===== src/rtl/keypad_pkg.sv =====
// Shared types and constants for the 4x4 matrix keypad scanner.
// Key codes are row*4 + col.
package keypad_pkg;

    localparam int KEY_W = 4;
    localparam int ROWS  = 4;
    localparam int COLS  = 4;

    typedef enum logic [2:0] {
        SCAN,
        PRESS_DEB,
        REPORT,
        HOLD,
        REL_DEB
    } state_t;

    // Codes of the digit keys 0-7 (rows 0 and 1).
    localparam logic [7:0][KEY_W-1:0] DIGIT_CODE = {
        4'd7, 4'd6, 4'd5, 4'd4,
        4'd3, 4'd2, 4'd1, 4'd0
    };

    function automatic logic [KEY_W-1:0] key_code(
        input logic [1:0] r,
        input logic [1:0] c
    );
        return {r, c};
    endfunction

    function automatic int cnt_w(input int n);
        return (n <= 2) ? 1 : $clog2(n);
    endfunction

endpackage


===== src/rtl/keypad_sync.sv =====
// Two-flop synchroniser for asynchronous inputs, resets to all ones
// so an idle pulled-up bus looks released out of reset.
module keypad_sync #(
    parameter int W = 4
) (
    input  logic         clk,
    input  logic         rst_n,
    input  logic [W-1:0] d,
    output logic [W-1:0] q
);

    logic [W-1:0] meta;

    always_ff @(posedge clk or negedge rst_n) begin
        if (!rst_n) begin
            meta <= '1;
            q    <= '1;
        end else begin
            meta <= d;
            q    <= meta;
        end
    end

endmodule


===== src/rtl/keypad_scanner.sv =====
// 4x4 active-low keypad scanner with press/release debounce.
// Optional auto-repeat while held: define KEYPAD_AUTOREPEAT_EN.
module keypad_scanner
    import keypad_pkg::*;
#(
    parameter int SCAN_DIV        = 1000,
    parameter int DEBOUNCE_CYCLES = 50000,
    parameter int REPEAT_DELAY    = 25000000,
    parameter int REPEAT_PERIOD   = 5000000
) (
    input  logic             clk,
    input  logic             rst_n,
    input  logic [COLS-1:0]  col_n,
    output logic [ROWS-1:0]  row_n,
    output logic [KEY_W-1:0] key_value,
    output logic             key_valid,
    output logic             key_held
);

    if (SCAN_DIV < 4 || DEBOUNCE_CYCLES < 1 ||
        REPEAT_DELAY < 1 || REPEAT_PERIOD < 1) begin : g_bad_cfg
        $error("keypad_scanner: illegal parameter value");
    end

    localparam int DW = cnt_w(SCAN_DIV);
    localparam int BW = cnt_w(DEBOUNCE_CYCLES);
    localparam logic [DW-1:0] DWELL_LAST = DW'(SCAN_DIV - 1);
    localparam logic [BW-1:0] DEB_LAST   = BW'(DEBOUNCE_CYCLES - 1);

    state_t         state, state_d;
    logic [1:0]     row, row_d;
    logic [1:0]     lat_col, lat_col_d;
    logic [DW-1:0]  dwell, dwell_d;
    logic [BW-1:0]  deb, deb_d;
    logic [KEY_W-1:0] value_d;

    logic [COLS-1:0] cs;
    logic [1:0]      low_col;
    logic            any_low;
    logic            col_up;
    logic            rpt_fire;

    keypad_sync #(
        .W(COLS)
    ) u_sync (
        .clk  (clk),
        .rst_n(rst_n),
        .d    (col_n),
        .q    (cs)
    );

    // Lowest-numbered pressed column wins.
    always_comb begin
        low_col = 2'd0;
        for (int i = COLS - 1; i >= 0; i--) begin
            if (!cs[i]) low_col = i[1:0];
        end
    end

    assign any_low = ~&cs;
    assign col_up  = cs[lat_col];

    always_ff @(posedge clk or negedge rst_n) begin
        if (!rst_n) begin
            state     <= SCAN;
            row       <= 2'd0;
            lat_col   <= 2'd0;
            dwell     <= '0;
            deb       <= '0;
            key_value <= DIGIT_CODE[0];
        end else begin
            state     <= state_d;
            row       <= row_d;
            lat_col   <= lat_col_d;
            dwell     <= dwell_d;
            deb       <= deb_d;
            key_value <= value_d;
        end
    end

    always_comb begin
        state_d   = state;
        row_d     = row;
        lat_col_d = lat_col;
        dwell_d   = dwell;
        deb_d     = deb;
        value_d   = key_value;
        unique case (state)
            SCAN: begin
                if (dwell == DWELL_LAST) begin
                    dwell_d = '0;
                    if (any_low) begin
                        lat_col_d = low_col;
                        deb_d     = '0;
                        state_d   = PRESS_DEB;
                    end else begin
                        row_d = row + 2'd1;
                    end
                end else begin
                    dwell_d = dwell + 1'b1;
                end
            end
            PRESS_DEB: begin
                if (col_up) begin
                    deb_d   = '0;
                    dwell_d = '0;
                    state_d = SCAN;
                end else if (deb == DEB_LAST) begin
                    deb_d   = '0;
                    value_d = key_code(row, lat_col);
                    state_d = REPORT;
                end else begin
                    deb_d = deb + 1'b1;
                end
            end
            REPORT: begin
                state_d = HOLD;
            end
            HOLD: begin
                if (col_up) begin
                    deb_d   = '0;
                    state_d = REL_DEB;
                end
            end
            REL_DEB: begin
                if (!col_up) begin
                    deb_d   = '0;
                    state_d = HOLD;
                end else if (deb == DEB_LAST) begin
                    deb_d   = '0;
                    dwell_d = '0;
                    row_d   = row + 2'd1;
                    state_d = SCAN;
                end else begin
                    deb_d = deb + 1'b1;
                end
            end
            default: begin
                state_d = SCAN;
            end
        endcase
    end

`ifdef KEYPAD_AUTOREPEAT_EN
    localparam int RMAX = (REPEAT_DELAY > REPEAT_PERIOD) ?
                          REPEAT_DELAY : REPEAT_PERIOD;
    localparam int RW = cnt_w(RMAX);

    logic [RW-1:0] rpt;
    logic [RW-1:0] rpt_last;
    logic          rpt_armed;

    // First repeat waits the long delay, later ones the short period.
    assign rpt_last = rpt_armed ? RW'(REPEAT_PERIOD - 1)
                                : RW'(REPEAT_DELAY - 1);
    assign rpt_fire = (state == HOLD) && (rpt == rpt_last);

    always_ff @(posedge clk or negedge rst_n) begin
        if (!rst_n) begin
            rpt       <= '0;
            rpt_armed <= 1'b0;
        end else if (state != HOLD) begin
            rpt       <= '0;
            rpt_armed <= 1'b0;
        end else if (rpt_fire) begin
            rpt       <= '0;
            rpt_armed <= 1'b1;
        end else begin
            rpt <= rpt + 1'b1;
        end
    end
`else
    assign rpt_fire = 1'b0;
`endif

    assign row_n     = ~(4'b0001 << row);
    assign key_valid = (state == REPORT) || rpt_fire;
    assign key_held  = (state == HOLD) || (state == REL_DEB);

endmodule


===== config.mk =====
export PLATFORM = sky130hd
export DESIGN_NAME = keypad_scanner
export DESIGN_NICKNAME = d
export VERILOG_FILES = /design/src/rtl/keypad_pkg.sv /design/src/rtl/keypad_sync.sv /design/src/rtl/keypad_scanner.sv
export SDC_FILE = /design/constraint.sdc
export NUM_CORES = 1
export LEC_CHECK = 0
export ABC_AREA = 0
export BUFFER_PORTS_ARGS = -buffer_cell sky130_fd_sc_hd__buf_4
export CELL_PAD_IN_SITES_DETAIL_PLACEMENT = 1
export CELL_PAD_IN_SITES_GLOBAL_PLACEMENT = 1
export CORE_UTILIZATION = 50
export CTS_CLUSTER_SIZE = 40
export DETAILED_ROUTE_END_ITERATION = 8
export GPL_ROUTABILITY_DRIVEN = 0
export PLACE_DENSITY_LB_ADDON = 0.1
export REMOVE_ABC_BUFFERS = 1
export SYNTH_ARGS = -nofsm -noshare
export SYNTH_HDL_FRONTEND = slang
export SYNTH_SLANG_ARGS = --single-unit

===== constraint.sdc =====
create_clock -name clk -period 6.3 [get_ports clk]
set_clock_uncertainty 0.2 [all_clocks]
set_input_delay 0.315 -clock clk [delete_from_list [all_inputs] [get_ports clk]]
set_output_delay 0.315 -clock clk [all_outputs]
set_load 0.01 [all_outputs]

==> reports/results.txt, run 1 <==
CP startpoint kind: flip-flop
postcts setup bufs: 0
setup_tns: 0 ns
worst relative slew slack: 25.14%
worst-margin pin slew: 1.121 ns
Vias/cell: 6.119
Tcrit/Tclk final: 41.36%
hold-fix buffers at CTS: 5
die area: 5107 um^2
Final setup viols: 0
Yosys cell types: 52
Crit path required time: 6.33 ns
H-tree levels: 2
Peak supply drop: 0.1539 mV
starting density of the core: 53.56%
LEAKAGE: 1.186 nW
vias in the first global route: 2106
Die Y: 71.46 um
power consumption: 0.4942 mW
synth cell count leaders: dfrtp_1, a21oi_1, inv_1, nand2_1, nor2_1
TritonCTS clock tree: built
status: finished clean
Max Buffers Root-to-Sink: 2
Critical Path Sink Type: flip-flop
Syn Inst Count: 257
metal3 WL: 194 um
Total GRT Usage: 24.70%
global-route wire length before repair: 9.880 mm
synthesis-stage register bit count: 45
fillers: 518
Pre-antenna DRT Iters: 4
min-delay worst type: flip-flop to flip-flop
Final nets: 288
met1 WL: 2.577 mm
top routing layer used: met4
sequential area share after synthesis: 47.10%
crit-path cells: ha_1 > nand4_1 > nor4_1 > o311ai_2 > o21ba_1 > a21oi_1
Clock Sinks: 45
Slew Viols, Final: 0
drt drc: 0
crit-path max FO: 16
Routed WL: 5.741 mm
initial DRC count: 96
pre-CTS setup slack: 3.698 ns
pin count of the biggest net entering global routing: 46
crit path buf inv count: 0
largest cells by area after synthesis: dfrtp_1, dfstp_2, a21oi_1
top-area cell type share of the netlist area: 38.38%
number of flops mapped to enable cells by yosys: 0
Layout Area Growth over Synthesis: 11.88%
top-count cell post-synth: dfrtp_1
Power per Cell Area: 183.1 nW/um^2
core box area: 4504 um^2
CP max stage delay: 0.92 ns
RSZ-0062 raised after global routing: no
CP max-delay cell: o311ai_2
largest area contributor in the netlist: dfrtp_1
Clock transition at path regs: 0.09 ns
row count: 24
cell class contributing the biggest share of worst-path delay: compound AO/OA/AOI/OAI gates
PortBufs: 15
Num CTS Buffers: 5
mapped cell area: 2412 um^2
metal2 WL: 2.860 mm
mean post-synth cell area: 9.386 um^2
Non-Filler Instances: 329
total number of vias: 2013
number of max-cap violations: 0
CTS root buffer: clkbuf_8
YS warnings: 0
Top Ports: 16
Final WS setup: 3.694 ns
top_reg_cell synth: dfrtp_1
initial antenna violation count: 0
Final Hold Vio Count: 0
WL per Instance: 17.45 um
min Tclk post-route: 2.606 ns
Post-synth ARST share: 100.0%
Post-DP HPWL: 4.125 mm
global route overflow: 0
Max Freq: 0.3838 GHz
n_diodes: 0
WP data arrival: 2.64 ns
cts repair resizes: 0
Placed Cells: 316
Final ANT Viol Nets: 0
Die Width: 71.46 um
layout cells sized above 1: 15.16%
Skew-Pair Late Insertion Delay: 0.31 ns
kind of critical path: flip-flop to flip-flop
==> placed cells by master (no fill, tap or decap), types with 2 or more instances in the layout <==
cell type / instances
nor4_1: 5
inv_1: 23
mux2_2: 5
o22ai_1: 3
mux2i_1: 6
nand3_1: 9
o21ai_1: 5
a21o_1: 4
clkinv_4: 2
nand4_1: 6
xnor2_1: 2
nand2b_1: 2
nor2_1: 16
dlygate4sd3_1: 5
a31oi_1: 4
or3_1: 11
buf_4: 15
clkbuf_8: 5
o21ai_0: 12
dfrtp_1: 37
nand2_1: 23
nor3_1: 6
nor4bb_1: 2
ha_1: 6
o31a_1: 2
o31ai_1: 3
a21oi_1: 23
dfstp_2: 8
and3_1: 2
==> sequential cells by signal (all words and copies together), names as in the netlist <==
name and count:
row 2, deb 16, lat_col 2, dwell 10
key_value 4, state 3, u_sync.meta 4, u_sync.q 4
==> layout make-up <==
class                   count  area, um^2  share of cell area (%)
well taps                  52       65.06                   2.411
multi-input cells         181        1157                   42.88
flip-flops and latches     45        1136                   42.10
clock inverters             3       22.52                  0.8345
repair buffers             20       162.7                   6.027
clock buffers               5       68.82                   2.550
inverters                  23       86.33                   3.199
==> path summary, 6_finish.rpt <==
check / from / to / cells past startpoint / slack [ns]
setup reg to reg: dwell[0]$_DFFE_PN0P_ / deb[10]$_DFFE_PN0P_ / 6 / 3.69
hold reg to reg: u_sync.meta[1]$_DFF_PN1_ / u_sync.q[1]$_DFF_PN1_ / 0 / 0.16
setup / recovery: dwell[0]$_DFFE_PN0P_ / deb[10]$_DFFE_PN0P_ / 6 / 3.69
hold / removal: u_sync.meta[1]$_DFF_PN1_ / u_sync.q[1]$_DFF_PN1_ / 0 / 0.16
max in group asynchronous: rst_n / state[0]$_DFFE_PN0P_ / 2 / 5.17
min in group asynchronous: rst_n / lat_col[0]$_DFFE_PN0P_ / 2 / 0.35
==> power by group <==
group | switching (mW) | total (mW) | leakage [nW] | internal [mW]
clock network | 0.106 | 0.185 | 0.0481 | 0.0788
registers | 0.00206 | 0.295 | 0.587 | 0.293
logic | 0.00815 | 0.0137 | 0.551 | 0.00556
total | 0.116 | 0.494 | 1.19 | 0.378
==> cell families after synthesis <==
family          share of synthesized area [%]
buf+inv                                 5.239
fa+ha+maj                               3.112
flops                                   47.10
simple gates                            20.49
xor+xnor                                1.089
mux                                     6.794
compound gates                          16.18
==> worst reg2reg max path: stages, from the launching register on <==
cell and delay [ns]:
dfrtp_1 0.41, ha_1 0.26, nand4_1 0.23, nor4_1 0.12
o311ai_2 0.92, o21ba_1 0.25, a21oi_1 0.15
==> metal layers <==
layer,global-route usage [%],vias to the layer above
li1,-,959
met1,31.52,996
met2,42.33,45
met3,4.360,13
met4,9.150,0
met5,0,-
==> stage by stage <==
step | cell area (um^2) | utilization, % | hold slack, ns
after floorplan | 2372 | - | -0.1806
after global placement | 2557 | 56.78 | 0.1453
after detailed placement | 2557 | 56.78 | 0.1510
after CTS | 2699 | 59.92 | 0.1646
after global routing | 2699 | 59.92 | 0.1665
final | 2699 | 59.92 | 0.1636
Power figures use the tool's default switching activity.
==> run 2: changes to the inputs <==
Settings changed: ABC_AREA 0 to 1, CORE_UTILIZATION 50 to 45.
Clock period 6.3 ns to 2.4 ns, I/O delays scaled along.
==> run 2 against run 1 <==
Compared with the run above:
- final area up 13%
- clock power rose to 3.2 times the previous value
- synthesized cell count up 37%
- sequential share of layout area down 4.9 points
- setup slack worse by 3.4 ns
- non-clock buffer count up 3
- die area up 24%
- synthesized area up 13%
- cell count up 37%
- flip-flop and latch count unchanged
- critical path type unchanged
- highest routed layer unchanged
==> reports/results.txt, run 2 <==
status: finished clean (unchanged)
RSZ-0062 raised after global routing: no (unchanged)
largest cells by area after synthesis: dfrtp_1, nand2_1, dfstp_2 (was dfrtp_1, dfstp_2, a21oi_1)
Slew Viols, Final: 0 (unchanged)
TritonCTS clock tree: built (unchanged)
initial antenna violation count: 0 (unchanged)
power consumption: 1.399 mW (was 0.4942 mW)
CTS root buffer: clkbuf_8 (unchanged)
pin count of the biggest net entering global routing: 46 (unchanged)
top-area cell type share of the netlist area: 34.07% (was 38.38%)
mapped cell area: 2718 um^2 (was 2412 um^2)
number of flops mapped to enable cells by yosys: 0 (unchanged)
CP most frequent cell: nand2_1
Vias/cell: 5.378 (was 6.119)
Most flops, register: deb (unchanged)
min-delay worst type: input port to async pin (was flip-flop to flip-flop)
Critical Path Sink Type: flip-flop (unchanged)
crit path buf inv count: 0 (unchanged)
initial DRC count: 104 (was 96)
Die Y: 79.71 um (was 71.46 um)
Power per Cell Area: 457.3 nW/um^2 (was 183.1 nW/um^2)
mean post-synth cell area: 7.720 um^2 (was 9.386 um^2)
Total GRT Usage: 24.08% (was 24.70%)
Final nets: 389 (was 288)
top-count cell post-synth: nand2_1 (was dfrtp_1)
Peak supply drop: 0.3550 mV (was 0.1539 mV)
WP data arrival: 2.12 ns (was 2.64 ns)
sequential area share after synthesis: 41.80% (was 47.10%)
Post-synth ARST share: 100.0% (unchanged)
row count: 27 (was 24)
Skew-Pair Late Insertion Delay: 0.30 ns (was 0.31 ns)
Layout Area Growth over Synthesis: 12.52% (was 11.88%)
kind of critical path: flip-flop to flip-flop (unchanged)
global-route wire length before repair: 11.85 mm (was 9.880 mm)
drt drc: 0 (unchanged)
synthesis-stage register bit count: 45 (unchanged)
min Tclk post-route: 2.141 ns (was 2.606 ns)
Placed Cells: 437 (was 316)
cts repair resizes: 0 (unchanged)
Die Width: 79.71 um (was 71.46 um)
starting density of the core: 47.88% (was 53.56%)
Worst setup endpoint: deb[5]$_DFFE_PN0P_ (was deb[10]$_DFFE_PN0P_)
top_reg_cell synth: dfrtp_1 (unchanged)
Non-Filler Instances: 450 (was 329)
biggest regs: deb x16, dwell x10 (unchanged)
die area: 6354 um^2 (was 5107 um^2)
n_diodes: 0 (unchanged)
R2R Path Start: dwell[0]$_DFFE_PN0P_ (unchanged)
Num CTS Buffers: 5 (unchanged)
crit-path cells: ha_1 > nand2_1 > nor2_1 > nand3_1 > nand2_1 > nand3_2 > nand2_1 > nand3_1 (was ha_1 > nand4_1 > nor4_1 > o311ai_2 > o21ba_1 > a21oi_1)
Post-DP HPWL: 4.939 mm (was 4.125 mm)
r2r setup slk: 0.26 ns (was 3.69 ns)
layout cells sized above 1: 19.05% (was 15.16%)
Top Ports: 16 (unchanged)
Clock transition at path regs: 0.09 ns (about the same)
Final setup viols: 0 (unchanged)
Clock Sinks: 45 (unchanged)
worst relative slew slack: 61.02% (was 25.14%)
YS warnings: 0 (unchanged)
most frequent cells in the layout: nand2_1, nand3_1, inv_1, dfrtp_1, nor2_1 (was dfrtp_1, inv_1, nand2_1, a21oi_1, nor2_1)
crit-path max FO: 16 (unchanged)
Syn Inst Count: 352 (was 257)
number of max-cap violations: 0 (unchanged)
crit path from: dwell[0]$_DFFE_PN0P_ (unchanged)
Pre-antenna DRT Iters: 5 (was 4)
CP max stage delay: 0.48 ns (was 0.92 ns)
PortBufs: 15 (unchanged)
LEAKAGE: 1.430 nW (was 1.186 nW)
vias in the first global route: 2502 (was 2106)
Crit path required time: 2.38 ns (was 6.33 ns)
fillers: 721 (was 518)
CP startpoint kind: flip-flop (unchanged)
H-tree levels: 2 (unchanged)
Routed WL: 6.755 mm (was 5.741 mm)
max FFs per register: 16 (unchanged)
worst r2r path cells: 8 (was 6)
cell class contributing the biggest share of worst-path delay: simple AND/OR/NAND/NOR gates (was compound AO/OA/AOI/OAI gates)
reg2reg end: deb[5]$_DFFE_PN0P_ (was deb[10]$_DFFE_PN0P_)
synth cell count leaders: nand2_1, nand3_1, dfrtp_1, inv_1, nor2_1 (was dfrtp_1, a21oi_1, inv_1, nand2_1, nor2_1)
largest area contributor in the netlist: dfrtp_1 (unchanged)
core box area: 5675 um^2 (was 4504 um^2)
Final ANT Viol Nets: 0 (unchanged)
critical path depth in cells: 8 (was 6)
global route overflow: 0 (unchanged)
Final Hold Vio Count: 0 (unchanged)
Yosys cell types: 31 (was 52)
most common cell after layout, fill and taps aside: nand2_1 (was dfrtp_1)
Max Freq: 0.4671 GHz (was 0.3838 GHz)
worst-margin pin slew: 0.5846 ns (was 1.121 ns)
Tcrit/Tclk final: 89.21% (was 41.36%)
CP max-delay cell: dfrtp_1 (was o311ai_2)
setup_tns: 0 ns (unchanged)
Max Buffers Root-to-Sink: 2 (unchanged)
WL per Instance: 15.01 um (was 17.45 um)
total number of vias: 2420 (was 2013)
run 2: cell types whose count changed in the layout (fill, tap and decap cells not counted), moves of 6 or more:
cell,before,now
nand2_1,23,104
a21oi_1,23,2
or3_1,11,0
mux2i_1,6,0
inv_1,23,37
o21ai_2,0,15
nand2_2,0,10
nor2_1,16,25
nand3_1,9,42
nand4_1,6,15
run 2: final cells by class:
cell class              instances  area [um^2]  share of cell area, %
multi-input cells             260         1374                  44.93
flip-flops and latches         45         1136                  37.15
repair buffers                 23        185.2                  6.056
inverters                      42        157.7                  5.155
well taps                      72        90.09                  2.946
clock buffers                   5        68.82                  2.250
clock inverters                 3        46.29                  1.514
run 2: timing repair:
| item | in CTS | in global routing |
|---|---|---|
| buffers inserted | 0 | 0 |
| hold buffers | 5 | 0 |
| endpoints found under the hold margin | 41 | 0 |
run 2: power breakdown:
part / internal, mW / switching, mW
combinational: 0.0126 / 0.0230
clock: 0.312 / 0.276
sequential: 0.770 / 0.00463
run 2: worst min-delay path by stage:
stage                          endpoint  slack (ns)  cells after the start
6_report       key_value[3]$_DFFE_PN0P_        0.16                      2
5_1_grt           u_sync.q[2]$_DFF_PN1_        0.17                      0
4_1_cts           u_sync.q[2]$_DFF_PN1_        0.16                      0
3_5_place_dp   key_value[3]$_DFFE_PN0P_       -0.03                      1
3_3_place_gp   key_value[3]$_DFFE_PN0P_       -0.04                      1
2_1_floorplan        deb[0]$_DFFE_PN0P_       -0.38                      0
run 2: worst reg2reg max path: cells and delay by family, from the launching register on:
kind	cells	cell delay [ns]
AND/OR/NAND/NOR	7	1.10
flip-flops	1	0.48
adder cells (fa/ha/maj)	1	0.24
run 2: metrics by stage:
stage | worst slack (ns) | util, % | area [um^2] | hold WS, ns
2_1_floorplan | 0.6698 | - | 2668 | -0.3756
3_5_place_dp | 0.3383 | 50.97 | 2893 | -0.02800
3_3_place_gp | 0.4638 | 50.97 | 2893 | -0.03880
5_1_grt | 0.05892 | 53.88 | 3058 | 0.1707
6_report | 0.2589 | 53.88 | 3058 | 0.1598
4_1_cts | 0.2577 | 53.88 | 3058 | 0.1612
run 2: logic make-up (layout without fill, tap and decap cells):
family                     Yosys count  in the layout  synth area share [%]
and+or+nand+nor                    211            211                 36.10
DFF                                 45             45                 41.80
AOI/OAI and AO/OA                   33             33                 8.471
xor gates and xnor gates            10             10                 3.223
adders and majority gates            6              6                 2.762
buffers and inverters               47             73                 7.642
run 2: layer usage:
metal	up-vias	wire length [um]	track usage [%]
li1	1194	-	-
met1	1163	3386	33.38
met2	53	3047	38.97
met3	10	222	3.657
met4	0	99	6.364
met5	-	0	0
==> run 3: changes to the inputs <==
Settings changed: GPL_ROUTABILITY_DRIVEN 0 to unset, PLACE_DENSITY set to 0.89, PLACE_DENSITY_LB_ADDON 0.1 to unset.
==> run 3 against run 2 <==
Compared with the run above:
- die area stayed put
- register-to-register slack hardly changed
- first-iteration DRC count increased by 21%
- setup slack improved by 0.0076 ns
- non-clock buffer count is 2 lower
- hold slack got worse by 0.015 ns
- critical path depth unchanged
- sequential power about the same
- utilization increased by 0.13 points
- flip-flop and latch count stayed put
- combinational power about the same
- sequential share of layout area decreased by 0.091 points
==> reports/results.txt, run 3 (same netlist as run 2, synthesis figures left out) <==
r2r setup slk: 0.27 ns (was 0.26 ns)
total number of vias: 2421 (was 2420)
Final Hold Vio Count: 0 (unchanged)
Routed WL: 6.732 mm (was 6.755 mm)
Final Instance Area: 3065 um^2 (was 3058 um^2)
initial DRC count: 126 (was 104)
Skew-Pair Late Insertion Delay: 0.30 ns (about the same)
LEAKAGE: 1.436 nW (was 1.430 nW)
Die Width: 79.71 um (unchanged)
Final nets: 387 (was 389)
min Tclk post-route: 2.133 ns (was 2.141 ns)
reg2reg end: deb[2]$_DFFE_PN0P_ (was deb[5]$_DFFE_PN0P_)
status: finished clean (unchanged)
Final WS setup: 0.2665 ns (was 0.2589 ns)
TritonCTS clock tree: built (unchanged)
Max Buffers Root-to-Sink: 2 (unchanged)
number of max-cap violations: 0 (unchanged)
kind of critical path: flip-flop to flip-flop (unchanged)
row count: 27 (unchanged)
worst relative slew slack: 61.06% (was 61.02%)
pre-CTS setup slack: 0.3818 ns (was 0.3383 ns)
Clock Sinks: 45 (unchanged)
dpl cell area: 2878 um^2 (was 2893 um^2)
Power per Cell Area: 492.9 nW/um^2 (was 457.3 nW/um^2)
Top Ports: 16 (unchanged)
drt drc: 0 (unchanged)
setup_tns: 0 ns (unchanged)
crit path buf inv count: 0 (unchanged)
max FFs per register: 16 (unchanged)
CP most frequent cell: nand2_1 (unchanged)
Max Freq: 0.4687 GHz (was 0.4671 GHz)
layout cells sized above 1: 18.62% (was 19.05%)
Die Y: 79.71 um (unchanged)
Tcrit/Tclk final: 88.90% (was 89.21%)
CP startpoint kind: flip-flop (unchanged)
Final setup viols: 0 (unchanged)
Peak supply drop: 0.3555 mV (was 0.3550 mV)
crit-path max FO: 16 (unchanged)
min-delay worst type: input port to async pin (unchanged)
Pre-antenna DRT Iters: 4 (was 5)
power consumption: 1.511 mW (was 1.399 mW)
multi-input logic area: 1374 um^2 (unchanged)
cts repair resizes: 0 (unchanged)
vias in the first global route: 2596 (was 2502)
crit-path cells: ha_1 > nand2_1 > nor2_1 > nand3_1 > nand2_1 > nand3_2 > nand2_1 > o21ai_2 (was ha_1 > nand2_1 > nor2_1 > nand3_1 > nand2_1 > nand3_2 > nand2_1 > nand3_1)
Critical Path Sink Type: flip-flop (unchanged)
Fin Hold WS: 0.1452 ns (was 0.1598 ns)
worst-margin pin slew: 0.5841 ns (was 0.5846 ns)
biggest regs: deb x16, dwell x10 (unchanged)
Final ANT Viol Nets: 0 (unchanged)
WL per Instance: 15.03 um (was 15.01 um)
initial antenna violation count: 0 (unchanged)
H-tree levels: 2 (unchanged)
most common cell after layout, fill and taps aside: nand2_1 (unchanged)
n_diodes: 0 (unchanged)
Clock transition at path regs: 0.10 ns (was 0.09 ns)
Layout Area Growth over Synthesis: 12.80% (was 12.52%)
WP data arrival: 2.12 ns (about the same)
PortBufs: 15 (unchanged)
pin count of the biggest net entering global routing: 46 (unchanged)
global-route wire length before repair: 11.68 mm (was 11.85 mm)
Vias/cell: 5.404 (was 5.378)
starting density of the core: 47.88% (unchanged)
core box area: 5675 um^2 (unchanged)
Total GRT Usage: 23.71% (was 24.08%)
RSZ-0062 raised after global routing: no (unchanged)
cell class contributing the biggest share of worst-path delay: simple AND/OR/NAND/NOR gates (unchanged)
CTS root buffer: clkbuf_8 (unchanged)
worst r2r path cells: 8 (unchanged)
Most flops, register: deb (unchanged)
CP max-delay cell: dfrtp_1 (unchanged)
Register Area: 1136 um^2 (unchanged)
Crit path required time: 2.38 ns (about the same)
Num CTS Buffers: 5 (unchanged)
Slew Viols, Final: 0 (unchanged)
gp weighted congestion: 0.8383
most frequent cells in the layout: nand2_1, nand3_1, inv_1, dfrtp_1, nor2_1 (unchanged)
die area: 6354 um^2 (unchanged)
global route overflow: 0 (unchanged)
fillers: 728 (was 721)
CP max stage delay: 0.46 ns (was 0.48 ns)
R2R Path Start: dwell[0]$_DFFE_PN0P_ (unchanged)
Post-DP HPWL: 4.870 mm (was 4.939 mm)
[run 3: cell count changes in the layout (fill, tap and decap cells not counted)]
cell,before,now
clkinv_4,1,0
bufinv_16,1,2
clkinvlp_4,1,0
buf_4,18,16
inv_6,0,1
[run 3: routing by layer]
layer	track usage [%]	vias up	wire length, um
met5	0	-	0
met2	43.42	28	3544
li1	-	1187	-
met4	7.455	0	89
met3	3.314	8	149
met1	28.29	1198	2948
[run 3: worst max path at each step]
stage                               startpoint                   to  slack, ns  cells after the start
final                     dwell[0]$_DFFE_PN0P_   deb[2]$_DFFE_PN0P_       0.27                      8
after global routing      dwell[0]$_DFFE_PN0P_   deb[2]$_DFFE_PN0P_       0.11                      8
after CTS                 dwell[0]$_DFFE_PN0P_   deb[2]$_DFFE_PN0P_       0.24                      8
after detailed placement  dwell[0]$_DFFE_PN0P_   deb[2]$_DFFE_PN0P_       0.38                      8
after global placement    dwell[0]$_DFFE_PN0P_   deb[2]$_DFFE_PN0P_       0.49                      8
after floorplan             deb[0]$_DFFE_PN0P_  deb[10]$_DFFE_PN0P_       0.67                      8
[run 3: repair_timing]
| item | CTS | global route |
|---|---|---|
| hold endpoints to repair | 41 | 0 |
| hold buffers | 5 | 0 |
| buffers inserted | 0 | 0 |
[run 3: area by class of cell]
cell class                 count  share of cell area (%)
clock inverter                 3                   2.245
multi-input combinational    260                   44.82
inverter                      42                   5.143
tap                           72                   2.939
clock buffer                   5                   2.245
sequential                    45                   37.06
timing repair buffer          21                   5.551
[run 3: worst register-to-register path: stages (launching register included)]
cell     delay, ns
dfrtp_1       0.46
ha_1          0.23
nand2_1       0.11
nor2_1        0.21
nand3_1       0.12
nand2_1       0.11
nand3_2       0.30
nand2_1       0.19
o21ai_2       0.07
[run 3: per-stage QoR]
stage / util, % / cells
6_report: 54.01 / 448
5_1_grt: 54.01 / 448
4_1_cts: 54.01 / 448
3_5_place_dp: 50.71 / 435
3_3_place_gp: 50.71 / 435
2_1_floorplan: - / 347
[run 3: report_power, final]
| part | switching [mW] | internal, mW | leakage [nW] |
|---|---|---|---|
| Combinational | 0.0227 | 0.0126 | 0.780 |
| Sequential | 0.00389 | 0.770 | 0.587 |
| Clock | 0.282 | 0.419 | 0.0687 |
| Total | 0.309 | 1.20 | 1.44 |
